**src/rtl/reverse_double_dabble_generic.sv**
```systemverilog
// Sequential BCD-to-binary converter (reverse double dabble: shift right, then subtract 3 from nibbles >= 8).
// Optional invalid-digit flag enabled by defining REVERSE_DOUBLE_DABBLE_DIGIT_CHECK_EN.
module reverse_double_dabble_generic #(
  parameter int Output_Bit_Width = 8,
  localparam int Total_Nibbles = (Output_Bit_Width / 3) + 1
) (
  input  logic                              clk,
  input  logic                              async_rst_n,
  input  logic                              clk_en,
  input  logic [Total_Nibbles-1:0][3:0]     nibbles_in,
  input  logic                              in_valid,
  output logic                              in_ready,
  output logic [Output_Bit_Width-1:0]       bin_out,
  output logic                              out_valid,
  input  logic                              out_ready,
  output logic                              overflow,
  output logic                              err_digit
);

  localparam int BcdW  = 4 * Total_Nibbles;
  localparam int WorkW = BcdW + Output_Bit_Width;
  localparam int CntW  = $clog2(Output_Bit_Width + 1);
  localparam logic [CntW-1:0] LastIter = CntW'(Output_Bit_Width - 1);

  typedef enum logic [1:0] {IDLE, CONVERT, DONE} state_t;

  state_t                      state_q, state_d;
  logic [WorkW-1:0]            work_q, work_d;
  logic [CntW-1:0]             cnt_q, cnt_d;
  logic [Output_Bit_Width-1:0] bin_out_q, bin_out_d;
  logic                        overflow_q, overflow_d;
  logic [WorkW-1:0]            shifted, corrected;
  logic                        accept, finish;

  // Nibble >= 8 is exactly "bit 3 set"; the 4-bit subtract never borrows into a neighbour.
  function automatic logic [BcdW-1:0] correct_nibbles(input logic [BcdW-1:0] bcd);
    logic [BcdW-1:0] res;
    res = bcd;
    for (int i = 0; i < Total_Nibbles; i++) begin
      if (bcd[4*i+3]) res[4*i +: 4] = bcd[4*i +: 4] - 4'd3;
    end
    return res;
  endfunction

  assign shifted   = {1'b0, work_q[WorkW-1:1]};
  assign corrected = {correct_nibbles(shifted[WorkW-1:Output_Bit_Width]),
                      shifted[Output_Bit_Width-1:0]};
  assign accept    = clk_en && in_valid && (state_q == IDLE);
  assign finish    = clk_en && (state_q == CONVERT) && (cnt_q == LastIter);

  always_comb begin
    state_d    = state_q;
    work_d     = work_q;
    cnt_d      = cnt_q;
    bin_out_d  = bin_out_q;
    overflow_d = overflow_q;
    if (clk_en) begin
      case (state_q)
        IDLE: begin
          if (in_valid) begin
            work_d  = {nibbles_in, {Output_Bit_Width{1'b0}}};
            cnt_d   = '0;
            state_d = CONVERT;
          end
        end
        CONVERT: begin
          work_d = corrected;
          cnt_d  = cnt_q + 1'b1;
          if (cnt_q == LastIter) begin
            state_d    = DONE;
            bin_out_d  = corrected[Output_Bit_Width-1:0];
            overflow_d = |corrected[WorkW-1:Output_Bit_Width];
          end
        end
        DONE: begin
          if (out_ready) state_d = IDLE;
        end
        default: state_d = IDLE;
      endcase
    end
  end

  always_ff @(posedge clk or negedge async_rst_n) begin
    if (!async_rst_n) begin
      state_q    <= IDLE;
      work_q     <= '0;
      cnt_q      <= '0;
      bin_out_q  <= '0;
      overflow_q <= 1'b0;
    end else begin
      state_q    <= state_d;
      work_q     <= work_d;
      cnt_q      <= cnt_d;
      bin_out_q  <= bin_out_d;
      overflow_q <= overflow_d;
    end
  end

`ifdef REVERSE_DOUBLE_DABBLE_DIGIT_CHECK_EN
  logic err_pending_q, err_pending_d;
  logic err_digit_q, err_digit_d;

  function automatic logic any_bad_digit(input logic [Total_Nibbles-1:0][3:0] n);
    logic bad;
    bad = 1'b0;
    for (int i = 0; i < Total_Nibbles; i++) begin
      if (n[i] > 4'd9) bad = 1'b1;
    end
    return bad;
  endfunction

  // Flag captured at load, surfaced only when the result is published.
  always_comb begin
    err_pending_d = err_pending_q;
    err_digit_d   = err_digit_q;
    if (accept) err_pending_d = any_bad_digit(nibbles_in);
    if (finish) err_digit_d   = err_pending_q;
  end

  always_ff @(posedge clk or negedge async_rst_n) begin
    if (!async_rst_n) begin
      err_pending_q <= 1'b0;
      err_digit_q   <= 1'b0;
    end else begin
      err_pending_q <= err_pending_d;
      err_digit_q   <= err_digit_d;
    end
  end

  assign err_digit = err_digit_q;
`else
  assign err_digit = 1'b0;
`endif

  assign in_ready  = (state_q == IDLE);
  assign out_valid = (state_q == DONE);
  assign bin_out   = bin_out_q;
  assign overflow  = overflow_q;

endmodule

```
**config.mk**
```make
export PLATFORM = sky130hd
export DESIGN_NAME = reverse_double_dabble_generic
export DESIGN_NICKNAME = d
export VERILOG_FILES = /design/src/rtl/reverse_double_dabble_generic.sv
export SDC_FILE = /design/constraint.sdc
export NUM_CORES = 1
export LEC_CHECK = 0
export BUFFER_PORTS_ARGS = -buffer_cell sky130_fd_sc_hd__buf_2
export CAP_MARGIN = 20
export CORE_MARGIN = 2
export CORE_UTILIZATION = 54
export DETAILED_ROUTE_END_ITERATION = 8
export GPL_TIMING_DRIVEN = 0
export PLACE_DENSITY = 0.77
export SETUP_SLACK_MARGIN = 0.2
export SYNTH_ARGS = -nofsm -noshare
export SYNTH_HDL_FRONTEND = slang
export SYNTH_SLANG_ARGS = --single-unit
```
**constraint.sdc**
```tcl
create_clock -name clk -period 2.1 [get_ports clk]
set_input_delay 0.315 -clock clk [delete_from_list [all_inputs] [get_ports clk]]
set_output_delay 0.315 -clock clk [all_outputs]
set_load 0.03 [all_outputs]
```
==> results_dict.tcl, run 1 <==
set metrics [dict create \
    outcome "complete, but fails checks" \
    violations "DRC" \
    fp-row-count 19 \
    cts_sinks 34 \
    endpoint_kind "output port" \
    post_cts_buffers 0 \
    io_buffer_count 27 \
    layout-drive-gt1-share_pct 23.9 \
    wl_per_cell_um 14.8 \
    antenna_cells 0 \
    muxShareOfSynthArea_pct 10.0 \
    syn_area_sq_mm 0.00162 \
    synth_top_area_share_pct 52.6 \
    area_growth_pct 17.6 \
    grtUsageTotal_pct 22.4 \
    seqPwrFrac_pct 38.9 \
    grt_pass1_wl_um 5840 \
    p_switching_mw 1.07 \
    drc 3 \
    hp-class "in2async" \
    antenna_found_initial 0 \
    synthesis.nets 169 \
    fillers 230 \
    final.min_clock_period_ps 1790 \
    first_global_vias 1236 \
    drv_slew 0 \
    cts_made_buffers 5 \
    finalHoldViolCount 0 \
    crit_fanout 10 \
    globalplace.congestion 0.844 \
    dr_total_vias 1237 \
    die_width_um 58.8 \
    cap_viol_max_count 0 \
    p_int_mw 1.82 \
    clk_pin_slew_ps 110 \
    grt_start_max_net_pins 35 \
    fin_hold_ws_ps 22.3 \
    dr.first_iter.drc_count 35 \
    peakVddDrop_mv 0.797 \
    pwr-share-comb_pct 39.3 \
    mostFrequentLayoutCells "34 x dfrtp_1, 31 x buf_2, 11 x nand2_1" \
    wl_um 3190 \
    final_antenna_net_count 0 \
    switching_share_pct 36.9 \
    crit_arrival_ps 1470 \
    p_leak_nw 0.935 \
    cpMaxStageDelayCell "dfrtp_1" \
    synth-simple-area-share_pct 12.4 \
    final_nets 203 \
    hold_buffers 0 \
    finalPower_mw 2.89 \
    dr.pass1.iters 6 \
    clkPwrFrac_pct 21.7 \
    start_util_pct 57.7 \
    fin_tns_setup_ps 0 \
    path_cells "clkbuf_1 > nor2b_1 > buf_2" \
    post-route-util_pct 67.9 \
    synth.area.top_cells "dfrtp_1 53%, mux2_1 6.3%, a22o_1 5.4%" \
    cts_tree "built" \
    power_density_mw_per_mm2 1520 \
    yosys.area.top_type "dfrtp_1" \
    setup_viol 0 \
    fin_crit_sh_pct 85.1 \
    synth_area_per_cell_sq_um 10.9 \
    yosys_warnings 0 \
    num_io_pins 29 \
    cts_resized 0 \
    ys_seq_area_share_pct 52.6 \
    fp.coreArea_sq_mm 0.00281 \
    critPathKind "reg2out" \
    ys_types 33 \
    cts_root_buf "clkbuf_4" \
    synth-compound-area-share_pct 17.0 \
    cts_htree_levels 2 \
    cts_buffer_depth 2 \
    grt-ovfl-total 0 \
    viasPerCell 5.75 \
    die_area_sq_mm 0.00345 \
    synthXorXnorAreaFrac_pct 2.16 \
    slew_headroom_pct 51.7 \
    dp_hpwl_um 2190 \
    ys_ff_latch 34 \
    cpPeakStageDelay_ps 460 \
    rsz0062_at_grt "false" \
    preCtsSetupSlack_ps 391 \
    setup_slack_ps 314 \
    worst-slew-pin-transition_ps 724 \
    fin_worst_skew_ps 7.16 \
    die_y_um 58.8 \
    clock_latency_ps 340 \
    synth_cells 149 \
    fmax_ghz 0.560 \
    synth_top_family_by_area "compound AO/OA/AOI/OAI gates" \
    critPathLaunchType "flop" \
    critical_path_required_ps 1780 \
    layout_commonest_cell "dfrtp_1" \
    synth-adder-area-share_pct 2.32 \
]
-- through the flow --
step / instance area [sq um] / instances
2_1_floorplan: 1620 / 149
5_1_grt: 1900 / 215
6_report: 1900 / 215
3_5_place_dp: 1790 / 207
3_3_place_gp: 1790 / 207
4_1_cts: 1900 / 215
-- state kept, by name, indices dropped and copies added (netlist names) --
name,flops
work_q,19
overflow,1
state_q,2
bin_out,8
cnt_q,4
-- worst paths after layout --
path | start | endpoint | slack (ps) | cells after the start
min in group clk | nibbles_in[4] | work_q[12] | 260 | 3
setup / recovery | state_q[0] | out_valid | 310 | 3
hold / removal | async_rst_n | bin_out[6] | 20 | 1
max in group asynchronous | async_rst_n | cnt_q[1] | 1620 | 1
setup reg to reg | state_q[1] | bin_out[3] | 360 | 5
hold reg to reg | bin_out[2] | bin_out[2] | 490 | 1
-- layer usage --
| layer | track usage (%) | up-vias | share of wire (%) |
|---|---|---|---|
| met1 | 30.6 | 605 | 46 |
| met3 | 5.71 | 5 | 4.6 |
| li1 | - | 601 | - |
| met4 | 6.82 | 0 | 1.3 |
| met2 | 35.4 | 26 | 48 |
| met5 | 0 | - | 0 |
-- power by group through the flow --
stage / combinational, mW / sequential (mW) / clock [mW]
5_1_grt: 1.27 / 1.17 / 0.669
6_report: 1.14 / 1.13 / 0.628
4_1_cts: 1.13 / 1.12 / 0.641
3_5_place_dp: 1.12 / 1.14 / 0
3_3_place_gp: 1.08 / 1.12 / 0
2_1_floorplan: 0.752 / 1.22 / 0
-- critical path, delay by kind of cell, from the launching register on --
kind                   cells  cell delay (ps)
buffers and inverters      2              590
DFF                        1              460
and+or+nand+nor            1               80
-- cells in the mapped netlist --
library cell	instances
nor3_1	2
nor4_1	1
o22ai_1	3
o21ai_0	4
a21o_1	3
a31oi_1	2
nor3_2	1
o22a_1	2
a211oi_1	1
nand4b_1	2
nand2_1	11
o21ai_1	10
a22o_1	10
and3_1	1
clkinv_1	1
nor2b_1	5
nor2_2	1
a21oi_1	6
clkbuf_1	4
conb_1	1
mux2i_1	5
mux2_2	1
mux2_1	9
ha_1	3
nand2b_1	4
xnor2_1	4
nor2_1	9
buf_4	2
dfrtp_1	34
o2bb2ai_1	1
nand3_1	1
buf_2	4
nand3b_1	1
-- final cells by class --
class	instances	area (sq um)	share of cell area (%)
inverter	1	3.75	0.197
tap	31	38.8	2.04
timing repair buffer	27	135	7.10
clock buffer	6	51.3	2.69
multi-input combinational	104	714	37.5
sequential	34	851	44.7
buffer	10	50.0	2.63
clock inverter	2	60.1	3.15
-- cells by family (layout without fill, tap and decap cells) --
kind of cell / count (synthesis) / in the layout
AOI/OAI and AO/OA: 42 / 42
xor gates and xnor gates: 4 / 4
adders and majority gates: 3 / 3
buffers and inverters: 11 / 46
DFF: 34 / 34
muxes: 15 / 15
other: 1 / 1
and+or+nand+nor: 39 / 39
No activity file was read; power rests on OpenSTA's default activity.
==> run 2, diff against run 1 <==
PLACE_DENSITY = 0.78   (was 0.77)
SKIP_LAST_GASP = 1   (was default)
==> run 2 against run 1 <==
The flow still finishes with violations (DRC). Critical path depth is the same. Count of clock-buffer cells in the layout grew 1. Register-to-register slack better by 40 ps. Clock power down 41%. Largest cell class unchanged. Highest routed layer unchanged.
==> results_dict.tcl, run 2 (synthesized netlist as in run 1, its figures left out) <==
set metrics [dict create \
    outcome "complete, but fails checks" \
    violations "DRC" \
    cts_root_buf "clkbuf_4" \
    final_nets 203 \
    power_density_mw_per_mm2 1410 \
    cts_buffer_depth 2 \
    clk_pin_slew_ps 90 \
    dr.pass1.iters 6 \
    finalHoldViolCount 0 \
    wl_per_cell_um 14.1 \
    first_global_vias 1216 \
    fin_worst_skew_ps 4.71 \
    largest_reg_flops 19 \
    fmax_ghz 0.575 \
    drc 3 \
    p_leak_nw 0.912 \
    fp.coreArea_sq_mm 0.00281 \
    num_io_pins 29 \
    final_antenna_net_count 0 \
    fp-row-count 19 \
    viasPerCell 5.70 \
    critPathKind "reg2out" \
    crit_arrival_ps 1420 \
    grt-ovfl-total 0 \
    cts_sinks 34 \
    fin_crit_sh_pct 82.8 \
    cts_made_buffers 5 \
    setup_viol 0 \
    antenna_found_initial 0 \
    drv_slew 0 \
    post_cts_buffers 0 \
    dp_hpwl_um 2190 \
    start_util_pct 57.7 \
    final.min_clock_period_ps 1740 \
    hold_buffers 0 \
    critPathLaunchType "flop" \
    grt_pass1_wl_um 5350 \
    fin_tns_setup_ps 0 \
    crit_fanout 10 \
    dr_total_vias 1226 \
    r2r-end "bin_out[1]" \
    post-route-util_pct 66.1 \
    die_width_um 58.8 \
    die_y_um 58.8 \
    fin_hold_ws_ps 35.9 \
    layout-drive-gt1-share_pct 23.4 \
    reg2reg_depth 5 \
    area_growth_pct 14.5 \
    grtUsageTotal_pct 20.7 \
    peakVddDrop_mv 0.700 \
    cts_htree_levels 2 \
    hp-class "in2async" \
    globalplace.congestion 0.824 \
    dr.first_iter.drc_count 41 \
    cts_resized 0 \
    die_area_sq_mm 0.00345 \
    rr_startpoint "state_q[1]" \
    grt_start_max_net_pins 35 \
    endpoint_kind "output port" \
    wl_um 3020 \
    cts_tree "built" \
    reg2reg_slack_ps 400 \
    mostFrequentLayoutCells "34 x dfrtp_1, 31 x buf_2, 11 x nand2_1" \
    slew_headroom_pct 50.6 \
    antenna_cells 0 \
    largest-register "work_q" \
    critical_path_required_ps 1780 \
    rsz0062_at_grt "false" \
    cap_viol_max_count 0 \
    worst-slew-pin-transition_ps 740 \
    io_buffer_count 27 \
    clock_latency_ps 330 \
    layout_commonest_cell "dfrtp_1" \
]
run 2: worst max path at each step:
stage,start,endpoint,cells past startpoint
after floorplan,state_q[1],bin_out[1],5
after global placement,state_q[1],bin_out[5],5
after detailed placement,state_q[1],bin_out[1],5
after CTS,state_q[0],out_valid,3
after global routing,state_q[1],bin_out[1],5
final,state_q[0],out_valid,3
run 2: routing by layer:
layer | wire length, um | GRT usage [%]
met2 | 1500 | 34.8
met3 | 179 | 6.37
met4 | 38 | 6.82
met1 | 1300 | 25.3
met5 | 0 | 0
run 2: where the power goes:
group	switching [mW]	internal (mW)
sequential	0.212	0.914
clock	0.208	0.162
combinational	0.611	0.505
total	1.03	1.58
run 2: cell type report:
type | instances | area, sq um
fillers | 237 | 952
repair buffers | 27 | 135
clock inverters | 1 | 5.00
clock buffers | 7 | 55.1
flip-flops and latches | 34 | 851
multi-input cells | 104 | 714
well taps | 31 | 38.8
inverters | 1 | 3.75
plain buffers | 10 | 50.0
run 2: worst max-delay path, stage by stage (launching register included):
cell and delay (ps):
dfrtp_1 450, clkbuf_1 370, nor2b_1 90, buf_2 190
run 2: through the flow:
step / power [mW] / instance area [sq um] / setup slack [ps] / std cells
2_1_floorplan: 1.97 / 1620 / 588 / 149
3_3_place_gp: 2.20 / 1790 / 435 / 207
3_5_place_dp: 2.26 / 1790 / 405 / 207
4_1_cts: 2.63 / 1850 / 356 / 215
5_1_grt: 2.83 / 1850 / 237 / 215
6_report: 2.61 / 1850 / 361 / 215
